## config.mk

```make
export PLATFORM = sky130hd
export DESIGN_NAME = uart_frame_tx
export DESIGN_NICKNAME = d
export VERILOG_FILES = /design/src/rtl/uart_frame_tx.sv
export SDC_FILE = /design/constraint.sdc
export NUM_CORES = 1
export LEC_CHECK = 0
export CAP_MARGIN = 0
export CORE_UTILIZATION = 43
export DETAILED_ROUTE_END_ITERATION = 16
export SETUP_SLACK_MARGIN = 0.4
export SYNTH_ARGS = -nofsm -noshare
export SYNTH_HDL_FRONTEND = slang
export SYNTH_SLANG_ARGS = --single-unit
```

## constraint.sdc

```tcl
create_clock -name clk -period 3 [get_ports clk]
set_clock_uncertainty 0.05 [all_clocks]
set_input_delay 0.45 -clock clk [delete_from_list [all_inputs] [get_ports clk]]
set_output_delay 0.45 -clock clk [all_outputs]
set_load 0.02 [all_outputs]
```

## src/rtl/uart_frame_tx.sv

```systemverilog
// 8N1 UART transmitter for short packed-ASCII messages (up to MAX_CHARS characters).
// The first character goes out first, and busy/done status is reported back to the requester.
module uart_frame_tx #(
    parameter int CLK_PER_BIT = 703,
    parameter int STOP_BITS   = 1,
    parameter int MAX_CHARS   = 10
) (
    input  logic        clk,
    input  logic        rst_n,
    input  logic        en_uart,
    input  logic [79:0] read_data,
    input  logic [5:0]  nummax,
    output logic        txd,
    output logic        tx_busy,
    output logic        tx_done,
    output logic [3:0]  char_idx
);

    typedef enum logic [1:0] {IDLE, START, DATA, STOP} state_t;

    localparam logic [15:0] BIT_LAST = 16'(CLK_PER_BIT - 1);

    state_t      state, state_nxt;
    logic [15:0] baud_cnt;
    logic [2:0]  bit_cnt;
    logic        stop_cnt;
    logic [3:0]  len;
    logic [79:0] msg;
    logic [6:0]  sh;
    logic [3:0]  len_c, pad;
    logic [79:0] msg_aligned;
    logic        accept, bit_end, stop_last, char_last;
    logic        txd_d, busy_d, done_d;

    always_comb begin
        len_c = nummax[3:0];
        if (nummax > 6'(MAX_CHARS))
            len_c = 4'(MAX_CHARS);
    end

    // Left-align the message so the current character is always the top byte of msg.
    assign pad         = 4'd10 - len_c;
    assign msg_aligned = read_data << {pad, 3'b000};

    assign accept    = (state == IDLE) && en_uart && (nummax != 6'd0) && !tx_done;
    assign bit_end   = (baud_cnt == BIT_LAST);
    assign stop_last = (STOP_BITS == 1) || stop_cnt;
    assign char_last = (char_idx == len - 4'd1);

    always_ff @(posedge clk or negedge rst_n) begin
        if (!rst_n) state <= IDLE;
        else        state <= state_nxt;
    end

    always_comb begin
        state_nxt = state;
        case (state)
            IDLE:  if (accept) state_nxt = START;
            START: if (bit_end) state_nxt = DATA;
            DATA:  if (bit_end && bit_cnt == 3'd7) state_nxt = STOP;
            STOP:  if (bit_end && stop_last) state_nxt = char_last ? IDLE : START;
            default: state_nxt = IDLE;
        endcase
    end

    // Next values of the registered outputs; txd only moves on bit boundaries.
    always_comb begin
        txd_d  = txd;
        busy_d = (state_nxt != IDLE);
        done_d = (state == STOP) && (state_nxt == IDLE);
        case (state)
            IDLE:  if (accept) txd_d = 1'b0;
            START: if (bit_end) txd_d = msg[72];
            DATA:  if (bit_end) txd_d = (bit_cnt == 3'd7) ? 1'b1 : sh[0];
            STOP:  if (bit_end && stop_last) txd_d = char_last;
            default: txd_d = 1'b1;
        endcase
    end

    always_ff @(posedge clk or negedge rst_n) begin
        if (!rst_n) begin
            txd     <= 1'b1;
            tx_busy <= 1'b0;
            tx_done <= 1'b0;
        end else begin
            txd     <= txd_d;
            tx_busy <= busy_d;
            tx_done <= done_d;
        end
    end

    always_ff @(posedge clk or negedge rst_n) begin
        if (!rst_n) begin
            baud_cnt <= '0;
            bit_cnt  <= '0;
            stop_cnt <= 1'b0;
            len      <= '0;
            msg      <= '0;
            sh       <= '0;
            char_idx <= '0;
        end else if (accept) begin
            msg      <= msg_aligned;
            len      <= len_c;
            baud_cnt <= '0;
            bit_cnt  <= '0;
            stop_cnt <= 1'b0;
            char_idx <= '0;
        end else if (state != IDLE) begin
            if (bit_end) begin
                baud_cnt <= '0;
                case (state)
                    START: sh <= msg[79:73];
                    DATA: begin
                        sh      <= {1'b0, sh[6:1]};
                        bit_cnt <= bit_cnt + 3'd1;
                    end
                    STOP: begin
                        if (stop_last) begin
                            stop_cnt <= 1'b0;
                            if (char_last) begin
                                char_idx <= '0;
                            end else begin
                                char_idx <= char_idx + 4'd1;
                                msg      <= msg << 8;
                            end
                        end else begin
                            stop_cnt <= 1'b1;
                        end
                    end
                    default: ;
                endcase
            end else begin
                baud_cnt <= baud_cnt + 16'd1;
            end
        end
    end

endmodule

```

==> flow_metrics.py <==
metrics = {
    "outcome": {
        "outcome": "finished clean",
    },
    "clock_network": {
        "clk_latency_ns": 0.42,
        "cts_buffers": 17,
        "cts_tree": "built",
        "cts_root_buf": "clkbuf_16",
        "clk_path_buf_depth": 2,
        "htree_levels": 4,
        "cts.clk_slew.worst_paths_ns": 0.06,
        "cts_num_sinks": 119,
    },
    "power": {
        "irDropWorstVdd_mv": 0.3927,
        "powerDensity_mw_per_mm2": 411.6,
        "p_leak_uw": 0.004259,
    },
    "place": {
        "hpwl_um": 17790,
        "place_congestion": 0.8801,
        "numPortBuffers": 95,
        "dp_cells": 1129,
    },
    "drt": {
        "drc_errors": 0,
        "num_vias": 7186,
        "wirelength_um": 25210,
        "drt_first_pass_iters": 5,
        "first_iter_violations": 565,
        "wl_per_cell_um": 21.57,
        "via_per_inst": 6.147,
        "drtAntennaViolNets": 0,
    },
    "timing": {
        "finalCritPeriodShare_pct": 84.12,
        "tightest_slew_ns": 0.8513,
        "slew_viol_final": 0,
        "slew_headroom_pct": 42.50,
        "hold_ws_ns": 0.4287,
        "rsz0062_at_grt": "false",
        "period_needed_ns": 2.524,
        "finalHoldViolCount": 0,
        "setup-violations-final": 0,
        "fmax_mhz": 396.3,
    },
    "global_routing": {
        "antenna_found_initial": 0,
        "grt_pass1_wl_um": 39390,
        "grt.overflow.total": 0,
        "grt_pass1_vias": 7321,
        "track_usage_pct": 28.08,
        "grt_max_degree": 63,
    },
    "floorplanning": {
        "start_util_pct": 44.64,
        "chipWidth_um": 136.7,
        "die-area_mm2": 0.01869,
        "rows": 48,
        "die_h_um": 136.7,
        "core-area_mm2": 0.01748,
        "boundaryPins": 96,
    },
    "synthesis": {
        "synth_edf_count": 0,
        "async_reset_ff_share_pct": 100.0,
        "ys_seq_area_share_pct": 38.19,
        "synth_cell_types": 58,
        "yosysWarnings": 0,
        "syn-cell-area_mm2": 0.007801,
        "netlist_instances": 808,
        "ys.flop_type": "dfrtp_1",
        "synth-seq-cells": 119,
        "syn_area_per_cell_um2": 9.655,
        "synth_nets": 908,
    },
    "finish": {
        "syn2layout_area_growth_pct": 29.67,
        "layout_common_cells": "dfrtp_1 (117), mux2i_1 (113), clkdlybuf4s50_1 (94), nor2_1 (89), nand2_1 (73)",
        "final_cells": 1169,
        "fin_util_pct": 57.88,
        "final_common_cell": "dfrtp_1",
        "n_antenna_cell": 0,
        "fin_nets": 1031,
        "drive_above_1_share_pct": 17.69,
    },
    "critical_path": {
        "endpoint_kind": "flop",
        "path_max_fanout": 10,
        "cp.required_ns": 3.29,
        "start_kind": "primary input",
        "cp.arrival_ns": 2.81,
        "criticalPathCategory": "primary input to flop",
    },
    "flow_run": {
        "max_cap_viol_count": 0,
    },
    "hold_path": {
        "hold_class": "primary input to async pin",
    },
}
-- kinds of logic (layout without fill, tap and decap cells) --
kind of cell,count (synthesis),after routing,synth area share [%]
compound gates,187,187,18.48
xor+xnor,19,19,2.310
fa+ha+maj,11,11,1.764
buf+inv,73,208,4.555
flops,119,119,38.19
mux,130,130,18.62
simple gates,269,270,16.09
-- worst max-delay path, cell delays in order --
cell and delay, ns:
clkdlybuf4s50_1 0.46, buf_4 0.17, o21ai_1 0.14, nand3_2 0.12, clkinv_4 0.10, ha_4 0.13
xor2_1 0.14, buf_4 0.18, buf_8 0.17, nand2_2 0.09, nor3_4 0.34, a222oi_1 0.12
a21oi_1 0.19
-- layer usage --
metal / up-vias / share of wire [%] / GRT usage (%)
met5: - / 0 / 0
met4: 0 / 3.2 / 12.04
met3: 70 / 6.7 / 5.407
met2: 311 / 49 / 46.14
met1: 3553 / 41 / 35.92
li1: 3252 / - / -
-- area by class of cell --
| class | count | area, um2 |
|---|---|---|
| sequential | 119 | 2980 |
| fill | 1513 | 7361 |
| clock buffer | 23 | 467.9 |
| tap | 225 | 281.5 |
| inverter | 16 | 67.56 |
| timing repair buffer | 160 | 1649 |
| clock inverter | 9 | 100.1 |
| multi-input combinational | 617 | 4569 |
-- what timing repair did --
item / CTS / global route
setup buffers: 3 / 1
setup endpoints to repair: 61 / 58
pin swaps: 2 / 1
hold buffers: 1 / 0
resized for setup: 8 / 22
gates cloned: 1 / 2
hold endpoints to repair: 25 / 0
-- path summary, 6_finish.rpt --
path | start | endpoint | slack [ns] | cells past startpoint
max | nummax[1] | msg[40]$_DFFE_PN0P_ | 0.48 | 13
min | rst_n | len[1]$_DFFE_PN0P_ | 0.43 | 2
max reg2reg | len[0]$_DFFE_PN0P_ | msg[64]$_DFFE_PN0P_ | 0.52 | 10
min reg2reg | sh[6]$_DFFE_PN0P_ | sh[6]$_DFFE_PN0P_ | 0.43 | 2
max in group asynchronous | rst_n | msg[10]$_DFFE_PN0P_ | 1.59 | 3
min in group clk | sh[6]$_DFFE_PN0P_ | sh[6]$_DFFE_PN0P_ | 0.43 | 2
-- synthesized netlist by cell type (all sizes together), types with 2 or more instances --
master | count | share of area (%)
dfrtp | 118 | 38
o21a | 3 | 0.29
o21ai | 57 | 3.7
inv | 16 | 0.77
nor2 | 93 | 4.6
o22ai | 15 | 1.2
a21oi | 24 | 1.5
a32o | 8 | 1.0
a22oi | 26 | 2.6
nor2b | 2 | 0.16
clkbuf | 26 | 1.3
xor2 | 11 | 1.2
nand4 | 7 | 0.56
a221oi | 27 | 5.0
ha | 11 | 1.8
mux4 | 12 | 3.5
a222oi | 5 | 0.64
and4 | 2 | 0.22
nor4b | 4 | 0.88
nand3 | 60 | 3.9
a31oi | 3 | 0.24
nand2b | 2 | 0.16
o2bb2ai | 4 | 0.45
and2 | 4 | 0.32
nand2 | 75 | 3.6
buf | 31 | 2.5
and3 | 2 | 0.16
o221ai | 8 | 0.90
nor4 | 3 | 0.40
nor3 | 12 | 0.83
xnor2 | 7 | 0.79
mux2i | 117 | 15
-- registers in the layout, summed over array words and instances, names as in the netlist --
| signal | cells |
|---|---|
| baud_cnt | 16 |
| tx_done | 1 |
| sh | 7 |
| msg | 80 |
| txd | 1 |
| state | 2 |
| bit_cnt | 3 |
| len | 4 |
| tx_busy | 1 |
| char_idx | 4 |
-- through the flow --
step	worst slack [ns]	setup TNS [ns]	total power (uW)	cell area, um2
3_3_place_gp	-0.05984	-0.1439	2157	9323
4_1_cts	0.4105	0	4159	9982
3_5_place_dp	-0.09409	-1.304	2161	9323
5_1_grt	0.3765	0	4280	10120
2_1_floorplan	0.4115	0	1878	7851
6_report	0.4764	0	4163	10120
-- where the power goes --
part,switching [uW],internal [uW]
clock,750,1260
sequential,0,1610
combinational,287,264
No activity file was read; power rests on OpenSTA's default activity.
